[config.mk]
export PLATFORM = sky130hd
export DESIGN_NAME = mem_port_arbiter_flat
export DESIGN_NICKNAME = d
export VERILOG_FILES = /design/src/rtl/mem_port_arbiter_if.sv /design/src/rtl/mem_port_arbiter.sv /design/src/flat_wrapper.sv
export SDC_FILE = /design/constraint.sdc
export NUM_CORES = 1
export LEC_CHECK = 0
export CAP_MARGIN = 15
export CORE_ASPECT_RATIO = 1.75
export CORE_MARGIN = 1
export CORE_UTILIZATION = 40
export CTS_CLUSTER_SIZE = 12
export DETAILED_ROUTE_END_ITERATION = 6
export GPL_ROUTABILITY_DRIVEN = 0
export GPL_TIMING_DRIVEN = 0
export PLACE_DENSITY = 0.79
export SLEW_MARGIN = 0
export SYNTH_ARGS = -nofsm -noshare
export SYNTH_HDL_FRONTEND = slang
export SYNTH_SLANG_ARGS = --single-unit
[constraint.sdc]
create_clock -name i_clk -period 1.95 [get_ports i_clk]
set_input_delay 0.585 -clock i_clk [delete_from_list [all_inputs] [get_ports i_clk]]
set_output_delay 0.585 -clock i_clk [all_outputs]
set_load 0.1 [all_outputs]
[src/rtl/mem_port_arbiter_if.sv]
// rtl/mem_port_arbiter_if.sv - IF/LS requester and memory-side signal bundle for mem_port_arbiter
interface mem_port_arbiter_if #(
    parameter int ADDR_W = 32
);
    logic              i_if_req;
    logic [ADDR_W-1:0] i_if_addr;
    logic              o_if_gnt;
    logic              o_if_rvalid;
    logic [31:0]       o_if_rdata;

    logic              i_ls_req;
    logic              i_ls_we;
    logic [ADDR_W-1:0] i_ls_addr;
    logic [31:0]       i_ls_wdata;
    logic [3:0]        i_ls_bmask;
    logic              o_ls_gnt;
    logic              o_ls_rvalid;
    logic [31:0]       o_ls_rdata;

    logic              o_mem_en;
    logic              o_mem_we;
    logic [ADDR_W-3:0] o_mem_addr;
    logic [31:0]       o_mem_wdata;
    logic [3:0]        o_mem_bmask;
    logic [31:0]       i_mem_rdata;
    logic              o_busy;

    modport master (
        output i_if_req, i_if_addr,
        input  o_if_gnt, o_if_rvalid, o_if_rdata,
        output i_ls_req, i_ls_we, i_ls_addr, i_ls_wdata, i_ls_bmask,
        input  o_ls_gnt, o_ls_rvalid, o_ls_rdata,
        input  o_mem_en, o_mem_we, o_mem_addr, o_mem_wdata, o_mem_bmask,
        output i_mem_rdata,
        input  o_busy
    );

    modport slave (
        input  i_if_req, i_if_addr,
        output o_if_gnt, o_if_rvalid, o_if_rdata,
        input  i_ls_req, i_ls_we, i_ls_addr, i_ls_wdata, i_ls_bmask,
        output o_ls_gnt, o_ls_rvalid, o_ls_rdata,
        output o_mem_en, o_mem_we, o_mem_addr, o_mem_wdata, o_mem_bmask,
        input  i_mem_rdata,
        output o_busy
    );
endinterface

[src/rtl/mem_port_arbiter.sv]
// rtl/mem_port_arbiter.sv - single-port RAM arbiter between instruction fetch and load/store
module mem_port_arbiter #(
    parameter int ADDR_W  = 32,
    parameter int MEM_LAT = 1,
    parameter int LS_PRIO = 1
) (
    input  logic i_clk,
    input  logic i_reset,
    mem_port_arbiter_if.slave bus
);
    typedef enum logic [1:0] {IDLE, CMD, WAIT, RESP} state_t;

    state_t     state;
    logic       owner_ls;
    logic [3:0] lat_cnt;
    logic       ls_wins;

    // owner_ls doubles as the round-robin "last winner" flag: it only changes at a grant.
    always_comb begin
        ls_wins = bus.i_ls_req && (!bus.i_if_req || (LS_PRIO != 0) || !owner_ls);
    end

    always_ff @(posedge i_clk) begin
        if (i_reset) begin
            state           <= IDLE;
            owner_ls        <= 1'b0;
            lat_cnt         <= 4'd0;
            bus.o_if_gnt    <= 1'b0;
            bus.o_if_rvalid <= 1'b0;
            bus.o_if_rdata  <= 32'd0;
            bus.o_ls_gnt    <= 1'b0;
            bus.o_ls_rvalid <= 1'b0;
            bus.o_ls_rdata  <= 32'd0;
            bus.o_mem_en    <= 1'b0;
            bus.o_mem_we    <= 1'b0;
            bus.o_mem_addr  <= '0;
            bus.o_mem_wdata <= 32'd0;
            bus.o_mem_bmask <= 4'd0;
            bus.o_busy      <= 1'b0;
        end else begin
            case (state)
                IDLE: begin
                    if (bus.i_if_req || bus.i_ls_req) begin
                        state        <= CMD;
                        owner_ls     <= ls_wins;
                        bus.o_busy   <= 1'b1;
                        bus.o_mem_en <= 1'b1;
                        bus.o_ls_gnt <= ls_wins;
                        bus.o_if_gnt <= !ls_wins;
                        if (ls_wins) begin
                            bus.o_mem_we    <= bus.i_ls_we;
                            bus.o_mem_addr  <= bus.i_ls_addr[ADDR_W-1:2];
                            bus.o_mem_wdata <= bus.i_ls_we ? bus.i_ls_wdata : 32'd0;
                            bus.o_mem_bmask <= bus.i_ls_we ? bus.i_ls_bmask : 4'b1111;
                        end else begin
                            bus.o_mem_we    <= 1'b0;
                            bus.o_mem_addr  <= bus.i_if_addr[ADDR_W-1:2];
                            bus.o_mem_wdata <= 32'd0;
                            bus.o_mem_bmask <= 4'b1111;
                        end
                    end
                end
                CMD: begin
                    bus.o_mem_en <= 1'b0;
                    bus.o_mem_we <= 1'b0;
                    bus.o_if_gnt <= 1'b0;
                    bus.o_ls_gnt <= 1'b0;
                    if (bus.o_mem_we) begin
                        state      <= IDLE;
                        bus.o_busy <= 1'b0;
                    end else begin
                        state   <= WAIT;
                        lat_cnt <= 4'(MEM_LAT);
                    end
                end
                WAIT: begin
                    if (lat_cnt == 4'd1) begin
                        state <= RESP;
                        if (owner_ls) begin
                            bus.o_ls_rdata  <= bus.i_mem_rdata;
                            bus.o_ls_rvalid <= 1'b1;
                        end else begin
                            bus.o_if_rdata  <= bus.i_mem_rdata;
                            bus.o_if_rvalid <= 1'b1;
                        end
                    end else begin
                        lat_cnt <= lat_cnt - 4'd1;
                    end
                end
                RESP: begin
                    state           <= IDLE;
                    bus.o_busy      <= 1'b0;
                    bus.o_if_rvalid <= 1'b0;
                    bus.o_ls_rvalid <= 1'b0;
                end
                default: state <= IDLE;
            endcase
        end
    end

    // Word-addressed RAM: the byte-offset bits are intentionally ignored.
    logic unused_addr_lsbs;
    assign unused_addr_lsbs = ^{bus.i_if_addr[1:0], bus.i_ls_addr[1:0]};
endmodule

[src/flat_wrapper.sv]
// flat-port wrapper written by rule: the top's interface ports become plain ports
module mem_port_arbiter_flat 
#(
    parameter int ADDR_W  = 32,
    parameter int MEM_LAT = 1,
    parameter int LS_PRIO = 1
)
  (i_clk, i_reset, bus_i_if_req, bus_i_if_addr, bus_o_if_gnt, bus_o_if_rvalid, bus_o_if_rdata, bus_i_ls_req, bus_i_ls_we, bus_i_ls_addr, bus_i_ls_wdata, bus_i_ls_bmask, bus_o_ls_gnt, bus_o_ls_rvalid, bus_o_ls_rdata, bus_o_mem_en, bus_o_mem_we, bus_o_mem_addr, bus_o_mem_wdata, bus_o_mem_bmask, bus_i_mem_rdata, bus_o_busy);
  mem_port_arbiter_if #(.ADDR_W(ADDR_W)) bus_i ();
  input  logic i_clk;
  input  logic i_reset;
  input wire logic [$bits(bus_i.i_if_req)-1:0] bus_i_if_req;
  input wire logic [$bits(bus_i.i_if_addr)-1:0] bus_i_if_addr;
  output wire logic [$bits(bus_i.o_if_gnt)-1:0] bus_o_if_gnt;
  output wire logic [$bits(bus_i.o_if_rvalid)-1:0] bus_o_if_rvalid;
  output wire logic [$bits(bus_i.o_if_rdata)-1:0] bus_o_if_rdata;
  input wire logic [$bits(bus_i.i_ls_req)-1:0] bus_i_ls_req;
  input wire logic [$bits(bus_i.i_ls_we)-1:0] bus_i_ls_we;
  input wire logic [$bits(bus_i.i_ls_addr)-1:0] bus_i_ls_addr;
  input wire logic [$bits(bus_i.i_ls_wdata)-1:0] bus_i_ls_wdata;
  input wire logic [$bits(bus_i.i_ls_bmask)-1:0] bus_i_ls_bmask;
  output wire logic [$bits(bus_i.o_ls_gnt)-1:0] bus_o_ls_gnt;
  output wire logic [$bits(bus_i.o_ls_rvalid)-1:0] bus_o_ls_rvalid;
  output wire logic [$bits(bus_i.o_ls_rdata)-1:0] bus_o_ls_rdata;
  output wire logic [$bits(bus_i.o_mem_en)-1:0] bus_o_mem_en;
  output wire logic [$bits(bus_i.o_mem_we)-1:0] bus_o_mem_we;
  output wire logic [$bits(bus_i.o_mem_addr)-1:0] bus_o_mem_addr;
  output wire logic [$bits(bus_i.o_mem_wdata)-1:0] bus_o_mem_wdata;
  output wire logic [$bits(bus_i.o_mem_bmask)-1:0] bus_o_mem_bmask;
  input wire logic [$bits(bus_i.i_mem_rdata)-1:0] bus_i_mem_rdata;
  output wire logic [$bits(bus_i.o_busy)-1:0] bus_o_busy;
  assign bus_i.i_if_req = bus_i_if_req;
  assign bus_i.i_if_addr = bus_i_if_addr;
  assign bus_o_if_gnt = bus_i.o_if_gnt;
  assign bus_o_if_rvalid = bus_i.o_if_rvalid;
  assign bus_o_if_rdata = bus_i.o_if_rdata;
  assign bus_i.i_ls_req = bus_i_ls_req;
  assign bus_i.i_ls_we = bus_i_ls_we;
  assign bus_i.i_ls_addr = bus_i_ls_addr;
  assign bus_i.i_ls_wdata = bus_i_ls_wdata;
  assign bus_i.i_ls_bmask = bus_i_ls_bmask;
  assign bus_o_ls_gnt = bus_i.o_ls_gnt;
  assign bus_o_ls_rvalid = bus_i.o_ls_rvalid;
  assign bus_o_ls_rdata = bus_i.o_ls_rdata;
  assign bus_o_mem_en = bus_i.o_mem_en;
  assign bus_o_mem_we = bus_i.o_mem_we;
  assign bus_o_mem_addr = bus_i.o_mem_addr;
  assign bus_o_mem_wdata = bus_i.o_mem_wdata;
  assign bus_o_mem_bmask = bus_i.o_mem_bmask;
  assign bus_i.i_mem_rdata = bus_i_mem_rdata;
  assign bus_o_busy = bus_i.o_busy;
  mem_port_arbiter #(.ADDR_W(ADDR_W), .MEM_LAT(MEM_LAT), .LS_PRIO(LS_PRIO)) u_core (.i_clk(i_clk), .i_reset(i_reset), .bus(bus_i));
endmodule
=== Word-level counts from Yosys, hierarchy flattened ===
Index checks and enable logic that the tools add are counted.

* Reduce and logical (&&, ||, !) cells: 16
* Bitwise logic cells: 1
* Equality and inequality tests: 11
* Mux-type cells: 29
* $add $sub $neg: 1

{| class="wikitable"
|+ Operators by type and width
! cell !! count
|-
| $mux 32 || 2
|-
| $mux 30 || 1
|-
| $reduce_and 3->1 || 6
|-
| $mux 4 || 4
|-
| $pmux 1 s2 || 6
|-
| $mux 1 || 10
|-
| $ne 2x1->1 const B || 4
|-
| $pmux 2 s4 || 1
|-
| $pmux 4 s2 || 1
|-
| $mux 2 || 3
|-
| $ne 2x2->1 const B || 3
|-
| $reduce_and 2->1 || 3
|-
| $reduce_bool 2->1 || 3
|-
| $eq 2x2->1 const B || 2
|-
| $eq 4x1->1 const B || 1
|-
| $sub 4x1->4 const B || 1
|-
| $pmux 1 s3 || 1
|-
| $reduce_bool 3->1 || 1
|-
| $eq 2x1->1 const B || 1
|-
| $logic_not 2->1 || 1
|-
| $logic_not 1->1 || 1
|-
| $logic_or 1x1->1 || 1
|-
| $not 1->1 || 1
|}

* Word-level logic and storage cells: 73
* Output and inout bits: 137
* Bits in registers: 144
* Bits of input ports: 137

=== Depth between registers and ports, before layout ===
* Depth in word-level cells: 3
* Mapped depth: 8
* Gate-level depth less buffers: 5

=== Least setup slack after synthesis ===
OpenSTA, ideal clock, no wires.

* Path type: flip-flop to flip-flop
* Start: register u_core.state[0]
* End: register u_core.lat_cnt[2]
* Setup time: 0.070 ns
* Arrival time: 1.593 ns
* Setup slack: 0.286 ns
* Required time: 1.880 ns
* Stages on the path, launching flop included: 7
* Clock period less this slack: 1.664 ns
* Buffers on the path: 1
* Path through: dfxtp_1 -> inv_1 -> ha_1 -> and4bb_1 -> buf_2 -> or4_1 -> a21oi_1

* Word-level cells in the longest chain between the ends: 3
* Elaborated cells on any way between the ends: 7
* Classes of those cells: eq/ne: 4; mux: 1; reduce/logical: 2

{| class="wikitable"
|+ RTL lines
! what !! line !! RTL
|-
| start, declared || mem_port_arbiter.sv:13 || <nowiki>state_t state;</nowiki>
|-
| start signal, assigned || mem_port_arbiter.sv:25 || <nowiki>state <= IDLE;</nowiki>
|-
| start signal, assigned || mem_port_arbiter.sv:44 || <nowiki>state <= CMD;</nowiki>
|-
| start signal, assigned || mem_port_arbiter.sv:69 || <nowiki>state <= IDLE;</nowiki>
|-
| $eq 2x2->1 / $eq 2x1->1 (equally long branches) || mem_port_arbiter.sv:41 || <nowiki>case (state)</nowiki>
|-
| $ne 2x2->1 (no source line) / $reduce_bool 2->1 (equally long branches) || n/a ||
|-
| $reduce_and 3->1 (no source line) || n/a ||
|-
| end signal, assigned || mem_port_arbiter.sv:73 || <nowiki>lat_cnt <= 4'(MEM_LAT);</nowiki>
|-
| end signal, assigned || mem_port_arbiter.sv:87 || <nowiki>lat_cnt <= lat_cnt - 4'd1;</nowiki>
|-
| end, declared || mem_port_arbiter.sv:15 || <nowiki>logic [3:0] lat_cnt;</nowiki>
|}

Parallel ways exist; a longest one is shown, timed or not.
A chain may end at the register's enable or synchronous reset.

=== Final worst setup path ===
* Start: register u_core.bus.o_if_rdata[22]
* End: output port bus_o_if_rdata[22]

{| class="wikitable"
|+ RTL lines
! what !! line !! RTL
|-
| start, declared || mem_port_arbiter_if.sv:40 || <nowiki>output o_if_gnt, o_if_rvalid, o_if_rdata,</nowiki>
|-
| start signal, assigned || mem_port_arbiter.sv:83 || <nowiki>bus.o_if_rdata <= bus.i_mem_rdata;</nowiki>
|-
| end, declared || flat_wrapper.sv:16 || <nowiki>output wire logic [$bits(bus_i.o_if_rdata)-1:0] bus_o_if_rdata;</nowiki>
|}

No word-level cell between the ends.

==> metrics.md <==
| Metric | Value |
|---|---|
| Critical-path cell list | `clkdlybuf4s15_2` |
| Final setup viols | `0` |
| Total GRT Usage | `26.0%` |
| Place WS | `-0.500 ns` |
| Syn nets | `822` |
| Most common cell after layout, fill and taps aside | `dfxtp_1` |
| Routed via count | `6145` |
| Drt pass-1 iters | `5` |
| Share of post-route cells with drive strength above 1 | `20.4%` |
| RSZ-0062 raised after global routing | `yes` |
| Slew HR | `60.2%` |
| Layout Utilization | `67.4%` |
| Yosys cell types | `33` |
| Clk_lat worst skew | `0.41 ns` |
| Die Area | `14900 sq um` |
| Clock power frac | `33.6%` |
| DRC Markers | `0` |
| Largest cells by area after synthesis | `dfxtp_1 (50%), a21oi_1 (9.3%), nand3_1 (8.4%), o21ai_0 (6.4%), mux2i_1 (5.4%)` |
| Initial Utilization | `41.2%` |
| Num CTS Buffers | `17` |
| CTS H-tree depth | `4` |
| Clock Path Buffers | `2` |
| HP Start | `u_core.bus.o_mem_wdata[19]` |
| Critical Path Source Type | `flip-flop` |
| Overall routed net length | `19.5 mm` |
| Status | `finished, final reports clean` |
| Worst-path cell with the longest stage delay | `clkdlybuf4s15_2` |
| CP endpoint kind | `primary output` |
| Vias in the first global route | `6052` |
| Skew final | `0.00816 ns` |
| WHS Path Cells | `2` |
| PortBufs | `268` |
| Worst r2r dst | `u_core.lat_cnt[2]` |
| Chip Height | `161 microns` |
| P_int | `5.71 mW` |
| FMAX | `0.518 GHz` |
| Final layout net count | `1109` |
| Synth Cell Area | `5750 sq um` |
| Static leakage | `3.33 nW` |
| Slowest cell delay on critical path | `0.57 ns` |
| Sw Share | `38.5%` |
| Horiz. Die Dim | `92.7 microns` |
| Pin count of the biggest net entering global routing | `17` |
| Hold EP | `u_core.bus.o_mem_wdata[19]` |
| IO Count | `274` |
| P_sw | `3.57 mW` |
| Seq cells post-synth | `144` |
| Clock sinks | `144` |
| Final Critical Period | `1.93 ns` |
| CP Buf/Inv Count | `1` |
| Fin. Hold Viols | `0` |
| FF-to-FF path depth | `5` |
| Critical path class | `reg -> out` |
| Reg clk slew, reported paths | `0.07 ns` |
| Top-area cell type share of the netlist area | `50.1%` |
| Final Power | `9.28 mW` |
| Routed wire length per instance | `16.9 microns` |
| Antenna-violating nets left | `0` |
| Max_cap viols | `0` |
| Root buffer cell | `clkbuf_16` |
| Reg power frac | `35.0%` |
| # diodes | `0` |
| Pwr Density | `985 nW/um^2` |
| Post-DR vias/cell | `5.32` |
| Worst Hold Class | `reg -> reg` |
| Detailed placement HPWL | `14.6 mm` |
| Core area | `14000 sq um` |
| Rows | `57` |
| Synth Instances | `678` |
| Synth area leader | `dfxtp_1` |
| Worst Slack Setup Final | `0.0196 ns` |
| Yosys warnings | `0` |
| Logic pwr share | `31.4%` |
| Top delay family on crit path | `buffers and inverters` |
| Period utilization | `99.0%` |
| Starting DRC count in detailed routing | `276` |
| Reg2Reg Setup Slack | `0.12 ns` |
| Count of final max-slew check failures | `0` |
| CTS tree | `yes` |
| Worst path required time | `1.36 ns` |
| Total grt overflow | `0` |
| Most frequent cells in the layout | `dfxtp_1 (144), clkdlybuf4s50_1 (130), clkdlybuf4s15_2 (125)` |
| Seq/Total Area, Yosys | `50.1%` |
| Global-route wire length before repair | `30.4 mm` |
| Synth-to-Final Area Change | `63.7%` |
| Least-Margin Pin Slew | `0.597 ns` |
| Syn Area/Cell | `8.49 sq um` |
| Number of antenna violations at the first check in global routing | `0` |
| Worst Path Max Fanout | `2` |
| VDD IR max | `0.000738 V` |
| CP Data Arrival Time | `1.35 ns` |
-- power groups by stage --
stage	clock network (mW)	logic [mW]	registers [mW]
after floorplan	0	0.739	4.58
after global placement	0	2.91	3.30
after detailed placement	0	2.93	3.31
after CTS	3.16	2.89	3.25
after global routing	3.31	3.06	3.27
final	3.12	2.92	3.25
-- routing by layer --
metal	track usage [%]	vias up	routed length, microns
met3	6.44	46	1250
met5	0	-	0
met2	48.7	247	10500
li1	-	2986	-
met4	11.3	0	559
met1	26.9	2866	7190
-- worst max-delay path by stage --
stage | startpoint | to | slack, ns | cells after the start
6_report | u_core.bus.o_if_rdata[22] | bus_o_if_rdata[22] | 0.02 | 1
5_1_grt | bus_i_ls_req | u_core.bus.o_mem_bmask[0] | -0.02 | 6
4_1_cts | bus_i_if_req | u_core.bus.o_mem_addr[7] | 0.005 | 6
3_5_place_dp | bus_i_ls_req | u_core.bus.o_mem_wdata[14] | -0.50 | 6
3_3_place_gp | bus_i_ls_req | u_core.bus.o_mem_wdata[13] | -0.45 | 6
2_1_floorplan | u_core.state[0] | u_core.lat_cnt[2] | 0.29 | 6
-- worst reg2reg max path, cell delays in order (launching register included) --
cell,delay (ns)
dfxtp_1,0.43
inv_1,0.14
ha_1,0.29
a21bo_2,0.28
or4_1,0.47
a21oi_1,0.14
-- cell usage after synthesis, drive strengths merged --
master,instances
nor3b,1
and2,1
buf,17
a2bb2oi,1
nand3,96
nor3,12
a21oi,107
or4,2
clkbuf,51
inv,6
o21a,1
a22oi,1
ha,7
nand4b,1
a21bo,1
o21ai,74
and4bb,1
nand2,39
a211oi,34
nand2b,3
a21boi,1
dfxtp,144
a21o,1
nor2,36
nand4,1
nand4bb,1
mux2i,31
o31ai,1
or3b,1
nand3b,1
nor2b,4
-- cell families after synthesis --
logic type,count (synthesis),synth area share (%)
compound gates,222,21.2
simple gates,200,16.6
mux,31,5.39
fa+ha+maj,7,1.52
buf+inv,74,5.15
flops,144,50.1
-- area by class of cell --
class,instances,area [sq um]
fill,1191,4560
sequential,144,2880
timing repair buffer,268,2820
multi-input combinational,460,2610
clock buffer,19,433
buffer,68,303
tap,177,221
clock inverter,13,130
inverter,6,22.5
-- stage by stage --
step	hold WS, ns	TNS (ns)	cell area [sq um]	instances
after floorplan	0.463	0	5750	678
after global placement	0.437	-44.15	8660	1123
after detailed placement	0.442	-50.31	8660	1123
after CTS	0.451	0	9400	1155
after global routing	0.466	-0.0511	9420	1155
final	0.450	0	9420	1155
-- registers in the layout, indices dropped and copies added, names as in the netlist, named ones only --
register / flops
u_core.bus.o_if_rdata: 32
u_core.bus.o_ls_rdata: 32
u_core.bus.o_mem_wdata: 32
u_core.bus.o_mem_addr: 30
u_core.bus.o_mem_bmask: 4
u_core.lat_cnt: 4
u_core.bus.o_busy: 1
u_core.bus.o_if_gnt: 1
u_core.bus.o_if_rvalid: 1
u_core.bus.o_ls_gnt: 1
u_core.bus.o_ls_rvalid: 1
u_core.bus.o_mem_en: 1
u_core.bus.o_mem_we: 1
u_core.owner_ls: 1
u_core.state: 1
-- what timing repair did --
action	in CTS	in global routing
buffers inserted	0	0
endpoints found under the setup margin	176	134
gates resized for setup	424	35
pin swaps	0	0
cloned	0	0
hold buffers	0	0
(Power assumes the default switching activity.)
